## config.mk

```make
export PLATFORM = sky130hd
export DESIGN_NAME = prom_fetch
export DESIGN_NICKNAME = d
export VERILOG_FILES = /design/src/rtl/prom_fetch.sv
export SDC_FILE = /design/constraint.sdc
export NUM_CORES = 1
export LEC_CHECK = 0
export ABC_AREA = 1
export CELL_PAD_IN_SITES_DETAIL_PLACEMENT = 1
export CELL_PAD_IN_SITES_GLOBAL_PLACEMENT = 2
export CORE_UTILIZATION = 29
export CTS_CLUSTER_DIAMETER = 150
export DETAILED_ROUTE_END_ITERATION = 16
export PLACE_DENSITY = 0.87
export RECOVER_POWER = 100
export SKIP_LAST_GASP = 1
export SLEW_MARGIN = 10
export SYNTH_ARGS = -nofsm -noshare
export SYNTH_HDL_FRONTEND = slang
export SYNTH_SLANG_ARGS = --single-unit
```

## constraint.sdc

```tcl
create_clock -name CLK -period 2.4 [get_ports CLK]
set_clock_uncertainty 0.15 [all_clocks]
set_input_delay 0.24 -clock CLK [delete_from_list [all_inputs] [get_ports CLK]]
set_output_delay 0.24 -clock CLK [all_outputs]
set_load 0.03 [all_outputs]
```

## src/rtl/prom_fetch.sv

```systemverilog
`default_nettype none
// ============================================================================
//  Module      : prom_fetch
//  Description : Instruction fetch stage. Owns the program counter, drives the
//                program ROM address, captures {pc, word} into a small FIFO
//                and hands instructions to decode over valid/ready. Supports
//                jump redirect (flushes the FIFO) and halt (PC held, drains).
//  Revision    : 1.0 - initial release
// ============================================================================
module prom_fetch #(
    parameter int                ADDR_W   = 16,
    parameter int                DATA_W   = 32,
    parameter logic [ADDR_W-1:0] RESET_PC = '0,
    parameter int                DEPTH    = 2     // power of two, >= 2
) (
    input  logic              CLK,
    input  logic              RST,
    output logic [ADDR_W-1:0] prom_addr,
    input  logic [DATA_W-1:0] prom_data,
    input  logic              jump_valid,
    input  logic [ADDR_W-1:0] jump_addr,
    input  logic              halt,
    output logic              instr_valid,
    input  logic              instr_ready,
    output logic [DATA_W-1:0] instr_data,
    output logic [ADDR_W-1:0] instr_pc,
    output logic              fetch_busy
);

    localparam int               C_PTR_W   = $clog2(DEPTH);
    localparam int               C_CNT_W   = C_PTR_W + 1;
    localparam int               C_ENTRY_W = ADDR_W + DATA_W;
    localparam logic [C_CNT_W-1:0] C_DEPTH = C_CNT_W'(DEPTH);

    logic [ADDR_W-1:0]    pc_q, pc_d;
    logic [C_CNT_W-1:0]   count_q, count_d;
    logic [C_PTR_W-1:0]   wr_ptr_q, wr_ptr_d;
    logic [C_PTR_W-1:0]   rd_ptr_q, rd_ptr_d;
    logic [C_ENTRY_W-1:0] mem_q [DEPTH];

    logic w_valid;
    logic w_pop;
    logic w_push;

    // Head is hidden during a jump cycle so the stale entry cannot be popped.
    assign w_valid = (count_q != '0) & ~jump_valid;
    assign w_pop   = w_valid & instr_ready;
    // A full FIFO still accepts a fetch when the head leaves in the same cycle.
    assign w_push  = ~RST & ~jump_valid & ~halt & ((count_q < C_DEPTH) | w_pop);

    // Next-state for PC, occupancy and pointers; jump flushes and redirects.
    always_comb begin
        pc_d     = pc_q;
        count_d  = count_q;
        wr_ptr_d = wr_ptr_q;
        rd_ptr_d = rd_ptr_q;
        if (jump_valid) begin
            pc_d     = jump_addr;
            count_d  = '0;
            wr_ptr_d = '0;
            rd_ptr_d = '0;
        end else begin
            if (w_push) begin
                pc_d     = pc_q + ADDR_W'(1);      // silent wrap at top of space
                wr_ptr_d = wr_ptr_q + C_PTR_W'(1);
            end
            if (w_pop) begin
                rd_ptr_d = rd_ptr_q + C_PTR_W'(1);
            end
            case ({w_push, w_pop})
                2'b10:   count_d = count_q + C_CNT_W'(1);
                2'b01:   count_d = count_q - C_CNT_W'(1);
                default: count_d = count_q;
            endcase
        end
    end

    // Control state registers with synchronous reset.
    always_ff @(posedge CLK) begin
        if (RST) begin
            pc_q     <= RESET_PC;
            count_q  <= '0;
            wr_ptr_q <= '0;
            rd_ptr_q <= '0;
        end else begin
            pc_q     <= pc_d;
            count_q  <= count_d;
            wr_ptr_q <= wr_ptr_d;
            rd_ptr_q <= rd_ptr_d;
        end
    end

    // FIFO storage; cleared on reset so the head outputs read zero afterwards.
    always_ff @(posedge CLK) begin
        if (RST) begin
            for (int i = 0; i < DEPTH; i++) begin
                mem_q[i] <= '0;
            end
        end else if (w_push) begin
            mem_q[wr_ptr_q] <= {pc_q, prom_data};
        end
    end

    assign prom_addr              = pc_q;
    assign instr_valid            = w_valid;
    assign {instr_pc, instr_data} = mem_q[rd_ptr_q];
    assign fetch_busy             = (count_q != '0);

endmodule
`default_nettype wire

```

# Word-level counts from Yosys, hierarchy flattened
# Memory sizes are Yosys's and may differ from the RTL's. A register that Yosys moved wholly into a read port is not among the register bits.
# Cells that the tools add are included.
[totals] regBits=20 mem_bits_rw=96 in_bits=53 out_inout_bits=66 wordCells=40 n_memories=1
[op_classes] add_sub_neg=5 order_cmp=1 n_eq_ne=2 mux=13 bitwise=9 n_reduce_logical=5
[mem_list] memory="mem_q" depth=2 width=48 rd=1 rd_ports_with_merged_regs=1 wr=2 line_no="39" source="logic [C_ENTRY_W-1:0] mem_q [DEPTH];"
[op_table] cell="two-way mux 48 bit" n=1
[op_table] cell="OR reduction 48 bit" n=1
[op_table] cell="two-way mux 16 bit" n=2
[op_table] cell="adder 16 x 1 -> 16 bit (second input constant)" n=1
[op_table] cell="two-way mux 1 bit" n=9
[op_table] cell="nonzero test 2 bit" n=3
[op_table] cell="bitwise AND 1 bit" n=5
[op_table] cell="case mux 2 bit (2 select lines)" n=1
[op_table] cell="NOT 1 bit" n=3
[op_table] cell="adder 1 bit (second input constant)" n=2
[op_table] cell="adder 2 x 1 -> 2 bit (second input constant)" n=1
[op_table] cell="== test 2 x 1 -> 1 bit (second input constant)" n=1
[op_table] cell="== test 2 bit (second input constant)" n=1
[op_table] cell="less-than comparator 2 bit (second input constant)" n=1
[op_table] cell="OR reduction 2 bit" n=1
[op_table] cell="subtractor 2 x 1 -> 2 bit (second input constant)" n=1
[op_table] cell="bitwise OR 1 bit" n=1

# Depth between registers and ports, before layout
# Gate-level depths: netlist of the first run.
[logic_depth] depth_word=10 ltp_mapped=9 mapped_depth_nobuf=9

# Worst setup path before layout of the first run
# OpenSTA, ideal clock, no wires.
[synth_path] path_type="reg-to-reg" start="register count_q[1]" end="memory mem_q[1][0] (netlist name) (enable)" setup_time_ps=407 arrival_time_ps=2036 required_time_ps=1843 slack_ps=-193 path_stages_with_launch=8 n_path_buf=2 synth_period_minus_slack_ps=2593 cell_sequence="dfxtp_1 -> nand2_1 -> nand3_4 -> nor2_2 -> inv_2 -> buf_4 -> buf_6 -> nand2_1"
[synth_rtl] item="start, declared" line_no="36" source="logic [C_CNT_W-1:0] count_q, count_d;"
[synth_rtl] item="start signal, assigned" line_no="87" source="count_q <= count_d;"
[synth_rtl] item="end, declared" line_no="39"

==> results of run 1 <==
[per-stage QoR]
stage               cell area [µm²]  util [%]
finish                         7230      40.1
global route                   7230      40.1
CTS                            7340      40.7
detailed placement             6820      37.8
global placement               6820      37.8
floorplan                      5350         -
[worst max-delay path: stages (launching register included)]
cell and delay, ns:
dfxtp_2 0.39, buf_12 0.20, mux2_2 0.35, clkdlybuf4s50_1 0.59
[synthesized netlist by cell type]
cell      number  area [µm²]
a21oi_1       18        90.1
a22oi_1        1        7.51
a31oi_1        1        6.26
buf_2         15        75.1
buf_4          3        22.5
buf_6          1        11.3
clkbuf_1       2        7.51
dfxtp_1       21         420
edfxtp_1      96        2880
ha_1           2        25.0
inv_1         76         285
inv_2          2        7.51
mux2_2        48         541
nand2_1       52         195
nand2_2        1        6.26
nand3_1       19        95.1
nand3_4        1        17.5
nand4_1        2        12.5
nor2_1       106         398
nor2_2        10        62.6
nor2_4         1        11.3
nor3_1         1        5.00
o211ai_1       2        15.0
o21ai_0       12        60.1
o21ai_1        6        30.0
o22ai_1        2        12.5
xor2_1         5        43.8
[sequential cells by signal (all words and copies together) (netlist names), named ones only]
signal     flops
prom_addr     16
count_q        2
mem_q         96
wr_ptr_q       1
rd_ptr_q       1
[kinds of logic after synthesis]
group | synth area share [%]
mux | 10.1
simple gates | 15.0
buf+inv | 7.65
compound gates | 4.14
fa+ha+maj | 0.468
xor+xnor | 0.819
flops | 61.8
[metal layers]
| layer | share of wire (%) | up-vias | track usage [%] |
|---|---|---|---|
| met2 | 49 | 106 | 26.4 |
| met3 | 4.9 | 18 | 3.83 |
| met4 | 1.3 | 0 | 5.13 |
| li1 | - | 1917 | - |
| met5 | 0 | - | 0 |
| met1 | 45 | 1923 | 18.9 |
[layout by cell type (no fill, tap or decap), types with 3 or more instances in the layout]
| cell | Yosys | final |
|---|---|---|
| clkbuf_16 | 0 | 17 |
| nand3_1 | 19 | 19 |
| xor2_1 | 5 | 5 |
| dlygate4sd3_1 | 0 | 17 |
| dfxtp_1 | 21 | 20 |
| inv_1 | 76 | 78 |
| nor2_1 | 106 | 111 |
| clkinv_2 | 0 | 6 |
| dlygate4sd2_1 | 0 | 45 |
| a21oi_1 | 18 | 18 |
| buf_4 | 3 | 3 |
| clkdlybuf4s50_1 | 0 | 53 |
| o21ai_0 | 12 | 16 |
| clkbuf_1 | 2 | 6 |
| mux2_2 | 48 | 46 |
| nand2_1 | 52 | 50 |
| nor2_2 | 10 | 6 |
| clkbuf_2 | 0 | 3 |
| clkinv_1 | 0 | 3 |
| nand2_2 | 1 | 3 |
| edfxtp_1 | 96 | 96 |
[how the worst max path moves through the flow]
| stage | from | endpoint | slack [ns] |
|---|---|---|---|
| 3_5_place_dp | jump_valid | count_q[1]$_SDFFE_PP0P_ | 0.22 |
| 2_1_floorplan | count_q[1]$_SDFFE_PP0P_ | mem_q[1][0]$_SDFFCE_PN0P_ | 0.28 |
| 3_3_place_gp | jump_valid | mem_q[1][19]$_SDFFCE_PN0P_ | 0.30 |
| 4_1_cts | flip-flop | instr_data[28] | 0.03 |
| 5_1_grt | flip-flop | instr_data[28] | 0.005 |
| 6_report | flip-flop | instr_data[28] | 0.07 |
[power groups by stage]
stage	logic (mW)	clock network, mW	registers (mW)
after detailed placement	0.622	0	2.38
after floorplan	0.298	0	2.40
after CTS	0.591	2.39	2.34
after global routing	0.607	2.47	2.35
final	0.559	2.33	2.34
after global placement	0.612	0	2.37
[layout make-up]
type | count | area [µm²]
flip-flops and latches | 117 | 3300
clock buffers | 18 | 429
well taps | 229 | 287
clock inverters | 13 | 116
inverters | 78 | 293
repair buffers | 129 | 1190
multi-input cells | 290 | 1610
fillers | 1991 | 10800
[timing repair]
action / 4_1_cts / 5_1_grt
cloned: 1 / 0
endpoints found under the setup margin: 48 / 2
gates resized for setup: 45 / 2
==> results.toml, run 1 <==
[outcome]
status = "finished clean"

[pwr]
swShare_pct = 23.4
p_total_mw = 5.23
power.density_nw_per_um2 = 723
p_sw_mw = 1.22
p_int_mw = 4.01
power_frac_comb_pct = 10.7
p_clk_share_pct = 44.6
ir_drop_uv = 429
seqPwrFrac_pct = 44.7
p_leak_nw = 3.05

[floorplan]
start_util_pct = 29.7
dieArea_um2 = 19000
ios = 119
core_area_um2 = 18000
row_count = 49
die_h_um = 138
die-width_um = 138

[final_layout]
final_cells = 874
antenna_cells = 0
final_nets = 688
area_delta_synth_final_pct = 35.3
drive_gt1_share_pct = 14.3

[min_path]
holdCritPathClass = "in -> reg"
hold_start = "jump_addr[8]"
whs_path_depth = 3
holdPathEnd = "prom_addr[8]$_SDFFE_PP0P_"

[route]
drtIter0Drc = 167
vias = 3964
wl_per_cell_um = 15.9
ant_nets = 0
wl_mm = 13.9
drc_errors = 0
routed_via_density = 4.54
dr.pass1.iters = 4

[placement]
portBuffers = 118
preCtsSetupSlack_ns = 0.222
dp.cells = 842
gp_congestion = 0.779
dp_hpwl_mm = 9.43

[sta]
setup_ws_ns = 0.0739
relSlewSlack_pct = 34.2
drv_slew = 0
period_share_pct = 96.9
setup_viol = 0
setup-tns-final_ns = 0
hold_viol_final = 0
post-route-min-period_ns = 2.33
holdWs_ns = 0.252
grt_setup_unrepaired = "false"
tightest_slew_ns = 0.988
fmax_mhz = 430

[synthesis]
syn_area_per_cell_um2 = 10.6
synth_fp_nets = 561
netlist_instances = 506
ys_seq_area_share_pct = 61.8
synth_seq_cells = 117
yosys_warnings = 0
yosysUniqueCellTypes = 27
syn_area_um2 = 5350

[cts]
root_buffer = "clkbuf_16"
hold_buffers = 0
clk_latency_ns = 0.41
clkTransAtPathRegs_ns = 0.05
cts_tree = "done"
clock-sinks = 117
h-tree-depth = 4
post-cts-setup-buffers = 0
cts_buffers = 17
clockBufferDepth = 2

[critical_path]
rrSetupSlack_ns = 0.26
critPathMaxFanout = 24
ff2ff_path_depth = 6
reg2reg_to = "mem_q[1][22]$_SDFFCE_PN0P_"
end_kind = "primary output"
cp_data_required_time_ns = 2.01
crit_arrival_ns = 1.94
crit_type = "reg -> out"
start_kind = "flip-flop"
r2r-start = "count_q[1]$_SDFFE_PP0P_"

[grt]
antenna_found_initial = 0
grt_pass1_vias = 4247
grt_first_pass_wirelength_mm = 21.6
gr-usage-all-layers_pct = 15.4
grt_max_degree = 49
overflow = 0

[job]
maxCapViolCount = 0
(Power assumes the default switching activity.)
==> run 2: changes to the inputs <==
--- a/config.mk
+++ b/config.mk
@@ -8,6 +8,7 @@
 export ABC_AREA = 1
 export CELL_PAD_IN_SITES_DETAIL_PLACEMENT = 1
 export CELL_PAD_IN_SITES_GLOBAL_PLACEMENT = 2
+export CORE_MARGIN = 2
 export CORE_UTILIZATION = 29
 export CTS_CLUSTER_DIAMETER = 150
 export DETAILED_ROUTE_END_ITERATION = 16
==> run 2 against run 1 <==
  * Cell count unchanged
  * Largest cell class unchanged
  * Via count is 1.8% higher
  * Total power up 2.8%
  * First-iteration DRC count up 30%
  * Global-route usage barely moved
  * Critical path depth stayed put
  * Clock power up 6%
  * Register-to-register slack lost 0.06 ns
  * Combinational power grew 0.9%
  * Maximum frequency decreased by 1.3%
  * Routed wire length grew 4.0%
==> results.toml, run 2 (synthesized netlist as in run 1, its figures left out) <==
[outcome]
status = "finished clean"

[route]
drc_errors = 0
wl_mm = 14.5
drtIter0Drc = 217
vias = 4036
dr.pass1.iters = 4
wl_per_cell_um = 16.5
ant_nets = 0
routed_via_density = 4.62

[grt]
grt_max_degree = 49
grt_util_met2_pct = 25.7
busiest_layer = "met2"
use_met3_pct = 4.40
antenna_found_initial = 0
grt_pass1_vias = 4301
grt_first_pass_wirelength_mm = 23.0
overflow = 0
grt.met1_usage_pct = 19.3
gr-usage-all-layers_pct = 15.4

[pwr]
power.density_nw_per_um2 = 739
p_leak_nw = 3.05
ir_drop_uv = 576

[final_layout]
nFillCells = 2006
largest_register = "mem_q"
antenna_cells = 0
final_cell_mix = "nor2_1, edfxtp_1, inv_1"
area_delta_synth_final_pct = 36.1
final_nets = 687
drive_gt1_share_pct = 14.7
multiInputGateArea_um2 = 1630
largest_reg_flops = 96
layout_commonest_cell = "nor2_1"
regArea_um2 = 3300

[placement]
portBuffers = 118
dp_hpwl_mm = 9.60
preCtsSetupSlack_ns = 0.222
gp_congestion = 0.821

[floorplan]
die_h_um = 140
core_area_um2 = 18000
dieArea_um2 = 19500
row_count = 49
die-width_um = 140
start_util_pct = 29.7
ios = 119

[cts]
root_buffer = "clkbuf_16"
cts_buffers = 17
cts_tree = "done"
hold_buffers = 0
clockBufferDepth = 2
h-tree-depth = 4
clkTransAtPathRegs_ns = 0.05
clk_latency_ns = 0.41
clock-sinks = 117

[sta]
relSlewSlack_pct = 21.6
post-route-min-period_ns = 2.36
drv_slew = 0
grt_setup_unrepaired = "false"
setup-tns-final_ns = 0
setup_ws_ns = 0.0441
tightest_slew_ns = 1.18
period_share_pct = 98.2
setup_viol = 0
fmax_mhz = 424
hold_viol_final = 0

[critical_path]
cp_slowest_cell = "clkdlybuf4s50_1"
cp_data_required_time_ns = 2.01
crit_family = "buffers and inverters"
worst-path-buf-inv = 2
max_stage_delay_ns = 0.59
start_kind = "flip-flop"
end_kind = "primary output"
critPathMaxFanout = 24
crit_arrival_ns = 1.97
path_cells = "buf_12 > mux2_2 > clkdlybuf4s50_1"
crit_type = "reg -> out"

[min_path]
holdCritPathClass = "in -> reg"

[job]
maxCapViolCount = 0
-- run 2: changes by cell type in the layout (fill, tap and decap cells not counted), sizes merged --
cell	delta
clkbuf	+7
buf	-1
dlygate4sd2	-6
bufbuf	+1
bufinv	+1
clkinv	-2
-- run 2: layout make-up --
cell class                 count  share of cell area, %
sequential                   117                   45.4
multi-input combinational    290                   22.5
timing repair buffer         128                   16.3
clock buffer                  20                   6.00
inverter                      78                   4.02
tap                          229                   3.94
clock inverter                12                   1.87
-- run 2: final timing paths --
check                          start                    endpoint  slack (ns)  depth (start not counted)
max reg2reg  count_q[1]$_SDFFE_PP0P_  mem_q[1][25]$_SDFFCE_PN0P_        0.20                          6
min reg2reg    wr_ptr_q$_SDFFE_PP0P_       wr_ptr_q$_SDFFE_PP0P_        0.33                          2
min                     jump_addr[8]   prom_addr[8]$_SDFFE_PP0P_        0.26                          3
max                        flip-flop              instr_data[23]        0.04                          3
-- run 2: worst min-delay path: stages --
cell,delay [ns]
clkdlybuf4s50_1,0.40
nand2_1,0.08
a21oi_1,0.06
-- run 2: repair_timing --
| action | 4_1_cts | 5_1_grt |
|---|---|---|
| resized for setup | 39 | 8 |
| setup endpoints to repair | 48 | 8 |
| buffers inserted | 0 | 0 |
| pin swaps | 0 | 0 |
| gates cloned | 1 | 0 |
-- run 2: power breakdown --
group	internal (mW)	total, mW	switching, mW
clock network	1.61	2.47	0.863
registers	2.30	2.34	0.0445
logic	0.216	0.564	0.348
-- run 2: metrics by stage --
step	power [mW]	instances	util (%)	hold WS, ns	instance area, µm²
2_1_floorplan	2.69	506	-	0.159	5350
3_3_place_gp	2.99	841	37.8	0.319	6820
3_5_place_dp	3.01	841	37.8	0.315	6820
4_1_cts	5.46	874	40.9	0.236	7380
5_1_grt	5.58	874	40.4	0.259	7280
6_report	5.38	874	40.4	0.258	7280
-- run 2: layer usage --
metal  vias to the layer above  wire length (µm)  part of all wire, %
met5                         -                 0                    0
met2                       117              7180                   50
li1                       1910                 -                    -
met1                      1995              6280                   43
met4                         0               188                  1.3
met3                        14               808                  5.6
